$ cat config.mk
export PLATFORM = sky130hd
export DESIGN_NAME = m2_idct_block_scheduler_flat
export DESIGN_NICKNAME = d
export VERILOG_FILES = /design/src/rtl/m2_idct_block_scheduler_if.sv /design/src/rtl/m2_idct_block_scheduler.sv /design/src/flat_wrapper.sv
export SDC_FILE = /design/constraint.sdc
export NUM_CORES = 1
export LEC_CHECK = 0
export BUFFER_PORTS_ARGS = -buffer_cell sky130_fd_sc_hd__buf_4
export CORE_MARGIN = 2
export CORE_UTILIZATION = 51
export CTS_CLUSTER_SIZE = 10
export DETAILED_ROUTE_END_ITERATION = 7
export PLACE_DENSITY = 0.72
export SYNTH_ARGS = -nofsm -noshare
export SYNTH_HDL_FRONTEND = slang
export SYNTH_SLANG_ARGS = --single-unit
$ cat constraint.sdc
create_clock -name Clock -period 3.5 [get_ports Clock]
set_clock_uncertainty 0.15 [all_clocks]
set_input_delay 0.175 -clock Clock [delete_from_list [all_inputs] [get_ports Clock]]
set_output_delay 0.175 -clock Clock [all_outputs]
set_load 0.005 [all_outputs]
$ cat src/rtl/m2_idct_block_scheduler_if.sv
// Handshake and addressing bundle between the IDCT block scheduler and its four engines.
interface m2_idct_block_scheduler_if;
  logic        fs_start, ct_start, cs_start, ws_start;
  logic        fs_done, ct_done, cs_done, ws_done;
  logic [17:0] fs_block_addr;
  logic [8:0]  fs_row_stride;
  logic        fs_is_y;
  logic [17:0] ws_block_addr;
  logic [8:0]  ws_row_stride;
  logic        sram_owner;
  logic        dp_bank;

  modport master (
    output fs_start, ct_start, cs_start, ws_start,
    output fs_block_addr, fs_row_stride, fs_is_y,
    output ws_block_addr, ws_row_stride, sram_owner, dp_bank,
    input  fs_done, ct_done, cs_done, ws_done
  );

  modport slave (
    input  fs_start, ct_start, cs_start, ws_start,
    input  fs_block_addr, fs_row_stride, fs_is_y,
    input  ws_block_addr, ws_row_stride, sram_owner, dp_bank,
    output fs_done, ct_done, cs_done, ws_done
  );
endinterface

$ cat src/rtl/m2_idct_block_scheduler.sv
// Milestone 2 IDCT block sequencer: overlaps Fetch/ComputeT/ComputeS/Write engines
// in two alternating phases and generates per-engine SRAM block addresses.
module m2_idct_block_scheduler #(
  parameter int unsigned Y_COLS      = 40,
  parameter int unsigned Y_ROWS      = 30,
  parameter int unsigned C_COLS      = 20,
  parameter int unsigned C_ROWS      = 30,
  parameter int unsigned PRE_BASE    = 76800,
  parameter int unsigned U_POST_BASE = 38400,
  parameter int unsigned V_POST_BASE = 57600
) (
  input  logic Clock,
  input  logic Resetn,
  input  logic Enable,
  m2_idct_block_scheduler_if.master eng,
  output logic busy,
  output logic done
);
  localparam int unsigned ADDR_W = 18;
  localparam int unsigned STR_W  = 9;
  localparam int unsigned COL_W  = $clog2((Y_COLS > C_COLS) ? Y_COLS : C_COLS);
  localparam int unsigned ROW_W  = $clog2((Y_ROWS > C_ROWS) ? Y_ROWS : C_ROWS);
  localparam int unsigned N_BLK  = Y_COLS * Y_ROWS + 2 * C_COLS * C_ROWS;
  localparam int unsigned CNT_W  = $clog2(N_BLK + 1);

  localparam logic [ADDR_W-1:0] Y_PRE   = ADDR_W'(PRE_BASE);
  localparam logic [ADDR_W-1:0] U_PRE   = ADDR_W'(PRE_BASE + 64 * Y_COLS * Y_ROWS);
  localparam logic [ADDR_W-1:0] V_PRE   = ADDR_W'(PRE_BASE + 64 * Y_COLS * Y_ROWS + 64 * C_COLS * C_ROWS);
  localparam logic [ADDR_W-1:0] U_POST  = ADDR_W'(U_POST_BASE);
  localparam logic [ADDR_W-1:0] V_POST  = ADDR_W'(V_POST_BASE);
  localparam logic [ADDR_W-1:0] FSTEP_Y = ADDR_W'(64 * Y_COLS);
  localparam logic [ADDR_W-1:0] FSTEP_C = ADDR_W'(64 * C_COLS);
  localparam logic [ADDR_W-1:0] WSTEP_Y = ADDR_W'(32 * Y_COLS);
  localparam logic [ADDR_W-1:0] WSTEP_C = ADDR_W'(32 * C_COLS);

  typedef enum logic [2:0] {S_IDLE, S_LI_FS, S_LI_CT, S_MA, S_MB, S_LO_WS} state_t;
  typedef enum logic [1:0] {P_Y, P_U, P_V} plane_t;

  // Fetch cursor: next block to fetch, with row-start anchors for incremental addressing.
  typedef struct packed {
    plane_t              plane;
    logic [COL_W-1:0]    col;
    logic [ROW_W-1:0]    row;
    logic [ADDR_W-1:0]   fa, fra, wa, wra;
  } cursor_t;

  typedef struct packed {
    plane_t            plane;
    logic [ADDR_W-1:0] wa;
  } desc_t;

  function automatic cursor_t cur_start();
    cursor_t c;
    c       = '0;
    c.plane = P_Y;
    c.fa    = Y_PRE;
    c.fra   = Y_PRE;
    return c;
  endfunction

  function automatic cursor_t cur_advance(input cursor_t c);
    cursor_t n;
    logic    y;
    n = c;
    y = (c.plane == P_Y);
    if (c.col != (y ? COL_W'(Y_COLS - 1) : COL_W'(C_COLS - 1))) begin
      n.col = c.col + COL_W'(1);
      n.fa  = c.fa + ADDR_W'(8);
      n.wa  = c.wa + ADDR_W'(4);
    end else begin
      n.col = '0;
      if (c.row != (y ? ROW_W'(Y_ROWS - 1) : ROW_W'(C_ROWS - 1))) begin
        n.row = c.row + ROW_W'(1);
        n.fra = c.fra + (y ? FSTEP_Y : FSTEP_C);
        n.wra = c.wra + (y ? WSTEP_Y : WSTEP_C);
      end else begin
        n.row = '0;
        case (c.plane)
          P_Y:     begin n.plane = P_U; n.fra = U_PRE; n.wra = U_POST; end
          P_U:     begin n.plane = P_V; n.fra = V_PRE; n.wra = V_POST; end
          default: begin n.plane = P_Y; n.fra = Y_PRE; n.wra = '0;     end
        endcase
      end
      n.fa = n.fra;
      n.wa = n.wra;
    end
    return n;
  endfunction

  state_t              state_q, state_d;
  logic [3:0]          pend_q, pend_d, start_q, start_d, done_in;
  logic                ma_fs_q, ma_fs_d;
  logic [CNT_W-1:0]    fcnt_q, fcnt_d;
  cursor_t             cur_q, cur_d, cur_sel;
  desc_t               desc_f_q, desc_f_d, desc_c_q, desc_c_d;
  logic [ADDR_W-1:0]   fs_block_addr_q, fs_block_addr_d, ws_block_addr_q, ws_block_addr_d;
  logic [STR_W-1:0]    fs_row_stride_q, fs_row_stride_d, ws_row_stride_q, ws_row_stride_d;
  logic                fs_is_y_q, fs_is_y_d, sram_owner_q, sram_owner_d;
  logic                dp_bank_q, dp_bank_d, busy_q, busy_d, done_q, done_d;
  logic                enter, issue_fs, issue_ct, issue_cs, issue_ws;

  assign done_in = {eng.ws_done, eng.cs_done, eng.ct_done, eng.fs_done};

  // Phase sequencing: a state ends on the edge its last pending engine reports done.
  always_comb begin
    state_d         = state_q;
    pend_d          = pend_q & ~done_in;
    start_d         = '0;
    ma_fs_d         = ma_fs_q;
    fcnt_d          = fcnt_q;
    cur_d           = cur_q;
    cur_sel         = cur_q;
    desc_f_d        = desc_f_q;
    desc_c_d        = desc_c_q;
    fs_block_addr_d = fs_block_addr_q;
    fs_row_stride_d = fs_row_stride_q;
    fs_is_y_d       = fs_is_y_q;
    ws_block_addr_d = ws_block_addr_q;
    ws_row_stride_d = ws_row_stride_q;
    sram_owner_d    = sram_owner_q;
    dp_bank_d       = dp_bank_q;
    done_d          = 1'b0;
    issue_fs        = 1'b0;
    issue_ct        = 1'b0;
    issue_cs        = 1'b0;
    issue_ws        = 1'b0;

    case (state_q)
      S_IDLE:  if (Enable)         state_d = S_LI_FS;
      S_LI_FS: if (pend_d == '0)   state_d = S_LI_CT;
      S_LI_CT: if (pend_d == '0)   state_d = S_MA;
      S_MA:    if (pend_d == '0)   state_d = ma_fs_q ? S_MB : S_LO_WS;
      S_MB:    if (pend_d == '0)   state_d = S_MA;
      S_LO_WS: if (pend_d == '0) begin
        state_d = S_IDLE;
        done_d  = 1'b1;
      end
      default: state_d = S_IDLE;
    endcase

    enter = (state_d != state_q);
    if (enter) begin
      if (state_d == S_LI_FS) cur_sel = cur_start();
      issue_fs = (state_d == S_LI_FS) || ((state_d == S_MA) && (fcnt_q != CNT_W'(N_BLK)));
      issue_ct = (state_d == S_LI_CT) || (state_d == S_MB);
      issue_cs = (state_d == S_MA);
      issue_ws = (state_d == S_MB) || (state_d == S_LO_WS);
      start_d  = {issue_ws, issue_cs, issue_ct, issue_fs};
      pend_d   = start_d;
      sram_owner_d = (state_d == S_MB) || (state_d == S_LO_WS);
      if (state_d == S_MA) ma_fs_d = issue_fs;
      if (issue_ct) desc_c_d = desc_f_q;
      if (issue_fs) begin
        fs_block_addr_d = cur_sel.fa;
        fs_is_y_d       = (cur_sel.plane == P_Y);
        fs_row_stride_d = (cur_sel.plane == P_Y) ? STR_W'(8 * Y_COLS) : STR_W'(8 * C_COLS);
        dp_bank_d       = ~dp_bank_q;
        desc_f_d        = '{plane: cur_sel.plane, wa: cur_sel.wa};
        cur_d           = cur_advance(cur_sel);
        fcnt_d          = (state_d == S_LI_FS) ? CNT_W'(1) : fcnt_q + CNT_W'(1);
      end
      // The write descriptor is held directly in the ws_* output registers.
      if (issue_ws) begin
        ws_block_addr_d = desc_c_q.wa;
        ws_row_stride_d = (desc_c_q.plane == P_Y) ? STR_W'(4 * Y_COLS) : STR_W'(4 * C_COLS);
      end
    end
    busy_d = (state_d != S_IDLE);
  end

  always_ff @(posedge Clock or negedge Resetn) begin
    if (!Resetn) begin
      state_q         <= S_IDLE;
      pend_q          <= '0;
      start_q         <= '0;
      ma_fs_q         <= 1'b0;
      fcnt_q          <= '0;
      cur_q           <= '0;
      desc_f_q        <= '0;
      desc_c_q        <= '0;
      fs_block_addr_q <= '0;
      fs_row_stride_q <= '0;
      fs_is_y_q       <= 1'b0;
      ws_block_addr_q <= '0;
      ws_row_stride_q <= '0;
      sram_owner_q    <= 1'b0;
      dp_bank_q       <= 1'b0;
      busy_q          <= 1'b0;
      done_q          <= 1'b0;
    end else begin
      state_q         <= state_d;
      pend_q          <= pend_d;
      start_q         <= start_d;
      ma_fs_q         <= ma_fs_d;
      fcnt_q          <= fcnt_d;
      cur_q           <= cur_d;
      desc_f_q        <= desc_f_d;
      desc_c_q        <= desc_c_d;
      fs_block_addr_q <= fs_block_addr_d;
      fs_row_stride_q <= fs_row_stride_d;
      fs_is_y_q       <= fs_is_y_d;
      ws_block_addr_q <= ws_block_addr_d;
      ws_row_stride_q <= ws_row_stride_d;
      sram_owner_q    <= sram_owner_d;
      dp_bank_q       <= dp_bank_d;
      busy_q          <= busy_d;
      done_q          <= done_d;
    end
  end

  assign eng.fs_start      = start_q[0];
  assign eng.ct_start      = start_q[1];
  assign eng.cs_start      = start_q[2];
  assign eng.ws_start      = start_q[3];
  assign eng.fs_block_addr = fs_block_addr_q;
  assign eng.fs_row_stride = fs_row_stride_q;
  assign eng.fs_is_y       = fs_is_y_q;
  assign eng.ws_block_addr = ws_block_addr_q;
  assign eng.ws_row_stride = ws_row_stride_q;
  assign eng.sram_owner    = sram_owner_q;
  assign eng.dp_bank       = dp_bank_q;
  assign busy              = busy_q;
  assign done              = done_q;
endmodule

$ cat src/flat_wrapper.sv
// flat-port wrapper written by rule: the top's interface ports become plain ports
module m2_idct_block_scheduler_flat 
#(
  parameter int unsigned Y_COLS      = 40,
  parameter int unsigned Y_ROWS      = 30,
  parameter int unsigned C_COLS      = 20,
  parameter int unsigned C_ROWS      = 30,
  parameter int unsigned PRE_BASE    = 76800,
  parameter int unsigned U_POST_BASE = 38400,
  parameter int unsigned V_POST_BASE = 57600
)
  (Clock, Resetn, Enable, busy, done, eng_fs_start, eng_ct_start, eng_cs_start, eng_ws_start, eng_fs_block_addr, eng_fs_row_stride, eng_fs_is_y, eng_ws_block_addr, eng_ws_row_stride, eng_sram_owner, eng_dp_bank, eng_fs_done, eng_ct_done, eng_cs_done, eng_ws_done);
  m2_idct_block_scheduler_if eng_i ();
  input  logic Clock;
  input  logic Resetn;
  input  logic Enable;
  output logic busy;
  output logic done;
  output wire logic [$bits(eng_i.fs_start)-1:0] eng_fs_start;
  output wire logic [$bits(eng_i.ct_start)-1:0] eng_ct_start;
  output wire logic [$bits(eng_i.cs_start)-1:0] eng_cs_start;
  output wire logic [$bits(eng_i.ws_start)-1:0] eng_ws_start;
  output wire logic [$bits(eng_i.fs_block_addr)-1:0] eng_fs_block_addr;
  output wire logic [$bits(eng_i.fs_row_stride)-1:0] eng_fs_row_stride;
  output wire logic [$bits(eng_i.fs_is_y)-1:0] eng_fs_is_y;
  output wire logic [$bits(eng_i.ws_block_addr)-1:0] eng_ws_block_addr;
  output wire logic [$bits(eng_i.ws_row_stride)-1:0] eng_ws_row_stride;
  output wire logic [$bits(eng_i.sram_owner)-1:0] eng_sram_owner;
  output wire logic [$bits(eng_i.dp_bank)-1:0] eng_dp_bank;
  input wire logic [$bits(eng_i.fs_done)-1:0] eng_fs_done;
  input wire logic [$bits(eng_i.ct_done)-1:0] eng_ct_done;
  input wire logic [$bits(eng_i.cs_done)-1:0] eng_cs_done;
  input wire logic [$bits(eng_i.ws_done)-1:0] eng_ws_done;
  assign eng_fs_start = eng_i.fs_start;
  assign eng_ct_start = eng_i.ct_start;
  assign eng_cs_start = eng_i.cs_start;
  assign eng_ws_start = eng_i.ws_start;
  assign eng_fs_block_addr = eng_i.fs_block_addr;
  assign eng_fs_row_stride = eng_i.fs_row_stride;
  assign eng_fs_is_y = eng_i.fs_is_y;
  assign eng_ws_block_addr = eng_i.ws_block_addr;
  assign eng_ws_row_stride = eng_i.ws_row_stride;
  assign eng_sram_owner = eng_i.sram_owner;
  assign eng_dp_bank = eng_i.dp_bank;
  assign eng_i.fs_done = eng_fs_done;
  assign eng_i.ct_done = eng_ct_done;
  assign eng_i.cs_done = eng_cs_done;
  assign eng_i.ws_done = eng_ws_done;
  m2_idct_block_scheduler #(.Y_COLS(Y_COLS), .Y_ROWS(Y_ROWS), .C_COLS(C_COLS), .C_ROWS(C_ROWS), .PRE_BASE(PRE_BASE), .U_POST_BASE(U_POST_BASE), .V_POST_BASE(V_POST_BASE)) u_core (.Clock(Clock), .Resetn(Resetn), .Enable(Enable), .eng(eng_i), .busy(busy), .done(done));
endmodule
; ---- After elaboration in Yosys (flattened, before gate mapping)
; Index checks and enable logic that the tools add are counted.
; W data, S select, Z words.
[totals]
reg_bits = 208
inputBits = 7
output_inout_bits = 63
[classes]
n_addsub = 7
n_eq_ne = 15
mux = 33
bitwise = 3
reduce_logical = 14
[ops]
columns = operator, n
row1 = $mux W85, 2
row2 = $mux W18, 6
row3 = $add A18 B18 Y18, 2
row4 = $pmux W18 S2, 1
row5 = $pmux W16 S2, 1
row6 = $mux W12, 2
row7 = $add A18 B3 Y18 const B, 1
row8 = $add A18 B4 Y18 const B, 1
row9 = $mux W3, 5
row10 = $pmux W3 S5, 1
row11 = $add A12 B1 Y12 const B, 1
row12 = $eq A3 B2 Y1 const B, 4
row13 = $eq A3 B3 Y1 const B, 4
row14 = $mux W6, 2
row15 = $ne A12 B12 Y1 const B, 1
row16 = $mux W11, 1
row17 = $mux W5, 2
row18 = $mux W9, 1
row19 = $mux W4, 2
row20 = $mux W8, 1
row21 = $reduce_and A2 Y1, 4
row22 = $add A6 B1 Y6 const B, 1
row23 = $eq A3 B1 Y1 const B, 2
row24 = $ne A6 B6 Y1, 1
row25 = 17 further kinds, 23

; ---- Longest topological paths before layout
; Gate-level depths: netlist of the first run.
[logic_depth]
depth_word = 13
depth_mapped = 17
mapped_depth_nobuf = 13

; ---- Worst setup path after synthesis of the first run
; Ideal clock, no wire load.
[synth_path]
path_kind = register to register
from = register u_core.state_q[1]
to = register u_core.cur_q[68] in the netlist's numbering
arrival_time_ps = 3298
t_required_ps = 3226
setup_slack_ps = -71
stages_incl_launch_ff = 18
n_path_buf = 4
synth_period_minus_slack_ps = 3571
cell_sequence = dfrtp_1 > buf_2 > nor2_1 > o21a_1 > a21boi_4 > buf_4 > buf_2 > buf_2 > nor2_1 > ha_1 > ha_1 > or2_2 > a21oi_1 > a21oi_1 > o211ai_1 > xor2_1 > a211oi_1 > a211o_1
[synth_via]
elab_chain_len = 11
[synth_rtl]
columns = item, line
row1 = start: declaration, m2_idct_block_scheduler.sv:90  ; state_t state_q, state_d;
row2 = start signal: assignment, m2_idct_block_scheduler.sv:191  ; state_q <= state_d;
row3 = $eq A3 B2 Y1 / $eq A3 B3 Y1 (equally long branches), m2_idct_block_scheduler.sv:128  ; case (state_q)
row4 = $reduce_or A2 Y1 (no line), --
row5 = $pmux W3 S5, m2_idct_block_scheduler.sv:128
row6 = $eq A3 B1 Y1, "m2_idct_block_scheduler.sv:143, m2_idct_block_scheduler.sv:144"
row7 = $mux W85, m2_idct_block_scheduler.sv:143  ; if (state_d == S_LI_FS) cur_sel = cur_start();
row8 = $mux W85, m2_idct_block_scheduler.sv:142  ; if (enter) begin
row9 = $logic_not A2 Y1, "m2_idct_block_scheduler.sv:65, m2_idct_block_scheduler.sv:78"
row10 = $mux W12, m2_idct_block_scheduler.sv:74  ; n.fra = c.fra + (y ? FSTEP_Y : FSTEP_C);
row11 = $add A18 B18 Y18, m2_idct_block_scheduler.sv:74
row12 = $mux W18, m2_idct_block_scheduler.sv:72  ; if (c.row != (y ? ROW_W'(Y_ROWS - 1) : ROW_W'(C_ROWS - 1))) begin
row13 = $mux W18, m2_idct_block_scheduler.sv:66  ; if (c.col != (y ? COL_W'(Y_COLS - 1) : COL_W'(C_COLS - 1))) begin
row14 = end signal: assignment, m2_idct_block_scheduler.sv:196  ; cur_q <= cur_d;
row15 = end: declaration, m2_idct_block_scheduler.sv:94  ; cursor_t cur_q, cur_d, cur_sel;
; Several ways; a longest one is shown, not always the timed one. The select of a mux whose other input is x is not followed.
; A chain may end at the register's enable or synchronous reset.

; ---- Worst setup path after layout of the first run
[layout_path]
from = input port eng_ct_done
to = register u_core.cur_q[26] in the netlist's numbering
[layout_via]
elab_chain_len = 13
[layout_rtl]
columns = item, line
row1 = start: declaration, flat_wrapper.sv:31  ; input wire logic [$bits(eng_i.ct_done)-1:0] eng_ct_done;
row2 = $not A4 Y4 *, m2_idct_block_scheduler.sv:107  ; pend_d = pend_q & ~done_in;
row3 = $and A4 B4 Y4 *, m2_idct_block_scheduler.sv:107
row4 = $logic_not A4 Y1 *, --
row5 = $mux W3 (on tied branches), --
row6 = $pmux W3 S5 *, m2_idct_block_scheduler.sv:128
row7 = $eq A3 B1 Y1, "m2_idct_block_scheduler.sv:143, m2_idct_block_scheduler.sv:144"
row8 = $mux W85, m2_idct_block_scheduler.sv:143
row9 = $mux W85, m2_idct_block_scheduler.sv:142
row10 = $logic_not A2 Y1, "m2_idct_block_scheduler.sv:65, m2_idct_block_scheduler.sv:78"
row11 = $mux W11, m2_idct_block_scheduler.sv:75  ; n.wra = c.wra + (y ? WSTEP_Y : WSTEP_C);
row12 = $add A18 B18 Y18, m2_idct_block_scheduler.sv:75
row13 = $mux W18, m2_idct_block_scheduler.sv:72
row14 = $mux W18, m2_idct_block_scheduler.sv:66
; Mark *: on every way between the ends. The rest lies on a longest branch, timed or not. The select of a mux whose other input is x is not followed.

==> results of run 1 <==
-- metrics by stage --
step / utilization [%] / instance area [um2]
4_1_cts: 60.2 / 10800
3_5_place_dp: 56.5 / 10200
6_report: 60.6 / 10900
3_3_place_gp: 56.5 / 10200
2_1_floorplan: - / 9420
5_1_grt: 60.6 / 10900
-- per-layer routing --
layer | routed length, um | part of all wire (%)
met5 | 0 | 0
met4 | 464 | 2.0
met2 | 10800 | 46
met3 | 1550 | 6.7
met1 | 10400 | 45
-- state kept, by name (all words and copies together) (netlist names) --
name and flops:
u_core.busy 1, u_core.cur_q 85, u_core.desc_c_q 20, u_core.desc_f_q 20
u_core.done 1, u_core.eng.dp_bank 1, u_core.eng.fs_block_addr 18, u_core.eng.fs_row_stride 2
u_core.eng.sram_owner 1, u_core.eng.ws_block_addr 18, u_core.eng.ws_row_stride 2, u_core.fcnt_q 12
u_core.ma_fs_q 1, u_core.pend_q 4, u_core.start_q 4, u_core.state_q 3
-- power by group --
part | total, mW | switching, mW | internal (mW) | leakage, nW
combinational | 2.66 | 1.68 | 0.980 | 2.35
sequential | 2.80 | 0.255 | 2.54 | 2.57
clock | 2.00 | 0.968 | 1.03 | 0.294
total | 7.46 | 2.90 | 4.56 | 5.21
-- cells in the mapped netlist, types with 21 or more instances --
cell	n	area [um2]
nor2_1	57	214
clkbuf_1	29	109
o21ai_1	33	165
dfrtp_1	193	4830
inv_1	21	78.8
a21oi_1	39	195
o21ai_0	72	360
nand2_1	190	713
mux2_1	21	236
buf_2	24	120
and2_1	26	163
nand3_1	22	110
-- cell usage in the layout (no fill, tap or decap), drive strengths merged, types with 7 or more instances in the layout --
cell,synthesis,final
dfrtp,193,193
nand2,190,190
buf,41,111
o21ai,106,106
nor2,58,58
a21oi,40,40
inv,22,30
and2,26,26
nand3,23,23
mux2,23,23
clkbuf,29,18
nor3,17,17
and3,16,16
xnor2,13,13
xor2,13,13
a31oi,12,12
nand4,11,11
o31ai,11,11
ha,11,11
conb,1,10
nand2b,9,9
o211ai,8,8
nor4,8,8
a21o,7,7
-- critical path: cells and delay by family --
family / cells / cell delay, ns
compound gates: 3 / 0.67
simple gates: 6 / 1.27
fa+ha+maj: 1 / 0.16
buf+inv: 5 / 1.23
-- how the worst max path moves through the flow --
stage,endpoint,slack [ns],cells after the start
floorplan,u_core.cur_q[68]$_DFFE_PN0P_,0.04,17
global placement,u_core.cur_q[68]$_DFFE_PN0P_,0.27,13
detailed placement,u_core.cur_q[34]$_DFFE_PN0P_,0.21,12
CTS,u_core.cur_q[68]$_DFFE_PN0P_,0.10,15
global route,u_core.cur_q[69]$_DFFE_PN0P_,-0.05,13
finish,u_core.cur_q[26]$_DFFE_PN0P_,0.17,15
-- logic make-up (layout without fill, tap and decap cells) --
family,Yosys count,after routing,synth area share (%)
flops,193,193,51.5
xor+xnor,26,26,2.43
other cells,1,10,0.0400
compound gates,245,245,16.6
mux,27,27,3.19
simple gates,391,391,20.0
buf+inv,93,172,4.76
fa+ha+maj,11,11,1.47
-- what timing repair did --
item                       in CTS  in global routing
setup endpoints to repair       0                 45
setup buffers                   0                  4
resized for setup               0                  5
hold endpoints to repair       82                  0
hold buffers                    5                  0
-- cell type report --
type | instances | area share, %
clock buffer | 17 | 3.90
clock inverter | 15 | 1.72
inverter | 23 | 0.791
multi-input combinational | 710 | 38.3
sequential | 193 | 44.2
tap | 229 | 2.62
timing repair buffer | 117 | 8.45
==> flow_summary.toml, run 1 <==
[drt]
first_pass_iters = 5
wirelength_mm = 23.2
antenna_left = 0
drcViolationCount = 0
drt-initial-drc-count = 739
wl_per_cell_um = 17.8
vias = 7706
via_per_inst = 5.91

[floorplan]
fp.dieW_um = 140
pin_count = 70
core_um2 = 18000
start_util_pct = 52.0
dieArea_um2 = 19500
die_y_um = 140
rows = 49

[power]
p_per_area_nw_per_um2 = 683
ir_worst_vdd_mv = 0.436
power.total_mw = 7.46
leakagePower_nw = 5.21

[timing]
hold_viol_final = 0
slew_headroom_pct = 53.0
min_period_ns = 3.33
worst_slack_ns = 0.170
setup_tns_ns = 0
setup_viol = 0
whs_ns = 0.145
max_clock_freq_mhz = 300
slew_violations = 0
worstMarginPinSlew_ns = 0.703
grt_setup_unrepaired = "yes"
fin_crit_sh_pct = 95.1

[min_path]
min_to = "u_core.state_q[0]$_DFF_PN0_"
hold_path.class = "in2reg"
hp-start = "Enable"
hold_depth = 5

[worst_setup_path]
r2r_cells = 13
cp_max_fo = 18
cp_common_cell = "buf_4"
arrival_ns = 3.52
slowest_delay_ns = 0.54
end_kind = "flip-flop"
rr_startpoint = "u_core.pend_q[3]$_DFF_PN0_"
crit_start = "eng_ct_done"
worst_ep_required_time_ns = 3.69
crit_slowest_cell = "dlygate4sd3_1"
worstPathCellList = "dlygate4sd3_1 -> buf_4 -> nand2b_1 -> nand4_1 -> o21ai_4 -> buf_12 -> buf_4 -> nand2_1 -> ha_1 -> nand4_1 -> nor2_1 -> nor2_2 -> buf_4 -> a221o_1 -> a31o_1"
start_kind = "primary input"
critical_path_class = "in2reg"
reg2reg_slack_ns = 0.18
worstReg2RegEnd = "u_core.cur_q[34]$_DFFE_PN0P_"

[final_layout]
filler_cell_count = 1535
regArea_um2 = 4830
stdcell_count = 1304
layout-drive-gt1-share_pct = 15.6
nNetsFinal = 1080
diodes = 0
multi_input_area_um2 = 4180
area_growth_pct = 16.5

[synth]
synthDistinctLibCells = 77
synth-edff-count = 0
ys_async_sr_fraction_pct = 100
synth_area_per_cell_um2 = 9.50
synth_cells = 987
syn_area_um2 = 9380
ys_seq_elements = 193
synth-warning-count = 0
ys_seq_area_share_pct = 51.5
synthFlopType = "dfrtp_1"

[clock_network]
tritoncts = "done"
cts_made_buffers = 17
cts-htree-levels = 4
clockBufferDepth = 2
clk_latency_ns = 0.45
cts_sinks = 193
cts.clk_slew.worst_paths_ns = 0.08
cts_root_buf = "clkbuf_16"

[grt]
grt_use_met1_pct = 35.2
busiest_layer = "met2"
globalRouteMet2Util_pct = 38.5
grt_overflow_total = 0
antenna_found_initial = 0
grtUsageTotal_pct = 24.7
grt_pass1_wl_mm = 38.5
grt_use_met3_pct = 4.09
grt_max_degree = 82
grt_pass1_vias = 7419

[place]
port_buffers = 59
gp_congestion = 0.888
place_ws_ns = 0.207
dp_hpwl_mm = 15.6
dp.cells = 1263

[run]
drv_cap = 0

[run_status]
outcome = "completed"
(Power assumes the default switching activity.)
==> run 2: changes to the inputs <==
--- a/config.mk
+++ b/config.mk
@@ -7,10 +7,9 @@
 export LEC_CHECK = 0
 export BUFFER_PORTS_ARGS = -buffer_cell sky130_fd_sc_hd__buf_4
 export CORE_MARGIN = 2
-export CORE_UTILIZATION = 51
-export CTS_CLUSTER_SIZE = 10
+export CORE_UTILIZATION = 55
 export DETAILED_ROUTE_END_ITERATION = 7
-export PLACE_DENSITY = 0.72
+export PLACE_DENSITY = 0.77
 export SYNTH_ARGS = -nofsm -noshare
 export SYNTH_HDL_FRONTEND = slang
 export SYNTH_SLANG_ARGS = --single-unit
==> run 2 against run 1 <==
  * First-iteration DRC count decreased by 0.27%
  * Clock-buffer cell count up 1
  * Critical path depth decreased by 1
  * Clock power fell by 7%
  * Core utilization grew 4.2 points
  * Die area decreased by 7.1%
  * Register-to-register slack improved by 0.04 ns
  * Wire length fell by 2.4%
  * Highest routed layer unchanged
  * Flip-flop and latch count is the same
  * Critical endpoint unchanged
==> flow_summary.toml, run 2 (synthesized netlist as in run 1, its figures left out) <==
[drt]
wl_per_cell_um = 17.6
antenna_left = 0
via_per_inst = 5.95
highest_layer = "met4"
vias = 7650
first_pass_iters = 6
wirelength_mm = 22.7
drt-initial-drc-count = 737
wl_met1_mm = 10.1
wl_met3_mm = 1.58
wl_met2_mm = 10.4
drcViolationCount = 0

[clock_network]
cts_root_buf = "clkbuf_16"
clockBufferDepth = 2
clk_latency_ns = 0.44
tritoncts = "done"
cts_made_buffers = 17
cts.clk_slew.worst_paths_ns = 0.07
cts-htree-levels = 4
cts_sinks = 193

[grt]
grt_overflow_total = 0
grt_max_degree = 115
grt_pass1_vias = 7128
antenna_found_initial = 0
grtUsageTotal_pct = 26.1
grt_pass1_wl_mm = 37.4

[timing]
grt_setup_unrepaired = "no"
fin_crit_sh_pct = 94.2
setup_tns_ns = 0
min_period_ns = 3.30
slew_violations = 0
hold_viol_final = 0
max_clock_freq_mhz = 303
worstMarginPinSlew_ns = 0.965
slew_headroom_pct = 35.7
setup_viol = 0
worst_slack_ns = 0.203

[run]
drv_cap = 0

[power]
pwr-share-comb_pct = 35.9
p_int_mw = 4.44
leakagePower_nw = 5.15
p_per_area_nw_per_um2 = 676
p_sw_share_pct = 39.0
p_seq_share_pct = 38.5
pwr-share-clk_pct = 25.6
ir_worst_vdd_mv = 0.465
switchingPower_mw = 2.84

[worst_setup_path]
arrival_ns = 3.52
worst_ep_required_time_ns = 3.72
slowest_delay_ns = 0.53
critical_path_class = "in2reg"
crit_slowest_cell = "dlygate4sd3_1"
cp_max_fo = 8
end_kind = "flip-flop"
start_kind = "primary input"
worstPathCellList = "dlygate4sd3_1 -> buf_4 -> nand2b_1 -> nand4_1 -> o21ai_4 -> buf_4 -> and2_1 -> ha_1 -> nor2b_1 -> o21ai_1 -> nor4_2 -> and2_1 -> a221o_1 -> a31o_1"

[final_layout]
stdcell_count = 1285
nNetsFinal = 1070
most-common-layout-cells = "dfrtp_1 (193), nand2_1 (190), buf_4 (98), o21ai_0 (72), nor2_1 (56)"
area_growth_pct = 15.0
filler_cell_count = 1315
largest_registers = "u_core.cur_q (85), u_core.desc_c_q (20), u_core.desc_f_q (20)"
largest_reg_flops = 85
layout-drive-gt1-share_pct = 14.6
diodes = 0
layout_commonest_cell = "dfrtp_1"
top_register = "u_core.cur_q"

[place]
place_ws_ns = 0.262
dp.cells = 1246
port_buffers = 59
gp_congestion = 0.920
dp_hpwl_mm = 15.3

[floorplan]
core_um2 = 16600
die_y_um = 135
start_util_pct = 56.3
rows = 47
pin_count = 70
dieArea_um2 = 18100
fp.dieW_um = 135

[min_path]
hold_path.class = "in2reg"

[run_status]
outcome = "completed"
[run 2: cell count changes in the layout (fill, tap and decap cells not counted), sizes merged]
cell      previous run  this run
clkbuf              18        19
bufinv               1         0
clkinv               5         6
clkinvlp             2         1
buf                111       101
[run 2: worst paths after layout]
kind,startpoint,endpoint,depth (start not counted),slack [ns]
hold / removal,Enable,u_core.eng.sram_owner$_DFFE_PN0P_,4,0.22
setup reg to reg,u_core.pend_q[2]$_DFF_PN0_,u_core.cur_q[26]$_DFFE_PN0P_,12,0.22
hold reg to reg,u_core.desc_c_q[14]$_DFFE_PN0P_,u_core.eng.ws_block_addr[14]$_DFFE_PN0P_,2,0.31
setup / recovery,eng_fs_done,u_core.cur_q[26]$_DFFE_PN0P_,14,0.20
min in group asynchronous,Resetn,u_core.cur_q[45]$_DFFE_PN0P_,2,0.25
max in group asynchronous,Resetn,u_core.cur_q[13]$_DFFE_PN0P_,3,2.07
[run 2: per-layer routing]
layer / up-vias / track usage (%)
li1: 3582 / -
met2: 305 / 41.3
met3: 51 / 4.58
met5: - / 0
met4: 0 / 8.83
met1: 3712 / 36.7
[run 2: power by group through the flow]
stage | registers, mW | logic, mW | clock network (mW)
after global routing | 2.85 | 2.87 | 2.00
final | 2.80 | 2.61 | 1.87
after floorplan | 2.76 | 1.72 | 0
after CTS | 2.79 | 2.58 | 1.90
after detailed placement | 2.83 | 2.55 | 0
after global placement | 2.82 | 2.50 | 0
[run 2: timing repair]
| action | 4_1_cts | 5_1_grt |
|---|---|---|
| setup buffers | 0 | 2 |
| gates resized for setup | 0 | 2 |
| setup endpoints to repair | 0 | 3 |
| endpoints found under the hold margin | 114 | 0 |
| hold buffers | 5 | 0 |
[run 2: critical path, delay by kind of cell]
family / cells / cell delay (ns)
AO/OA/AOI/OAI: 4 / 0.81
adder cells (fa/ha/maj): 1 / 0.20
buffers and inverters: 3 / 0.83
AND/OR/NAND/NOR: 6 / 1.49
[run 2: cell type report]
class | instances | area [um2] | share of cell area, %
Clock buffer | 18 | 429 | 3.98
Tap cell | 220 | 275 | 2.55
Sequential cell | 193 | 4830 | 44.8
Multi-Input combinational cell | 710 | 4160 | 38.6
Timing Repair Buffer | 107 | 860 | 7.97
Inverter | 23 | 86.3 | 0.801
Clock inverter | 14 | 140 | 1.30
[run 2: per-stage QoR]
step | hold slack [ns] | cell area, um2 | util [%] | total power [mW]
after floorplan | -0.271 | 9420 | - | 4.48
after global placement | 0.220 | 10100 | 60.9 | 5.32
after detailed placement | 0.228 | 10100 | 60.9 | 5.38
after global routing | 0.234 | 10800 | 64.8 | 7.71
final | 0.223 | 10800 | 64.8 | 7.28
after CTS | 0.201 | 10800 | 64.6 | 7.27
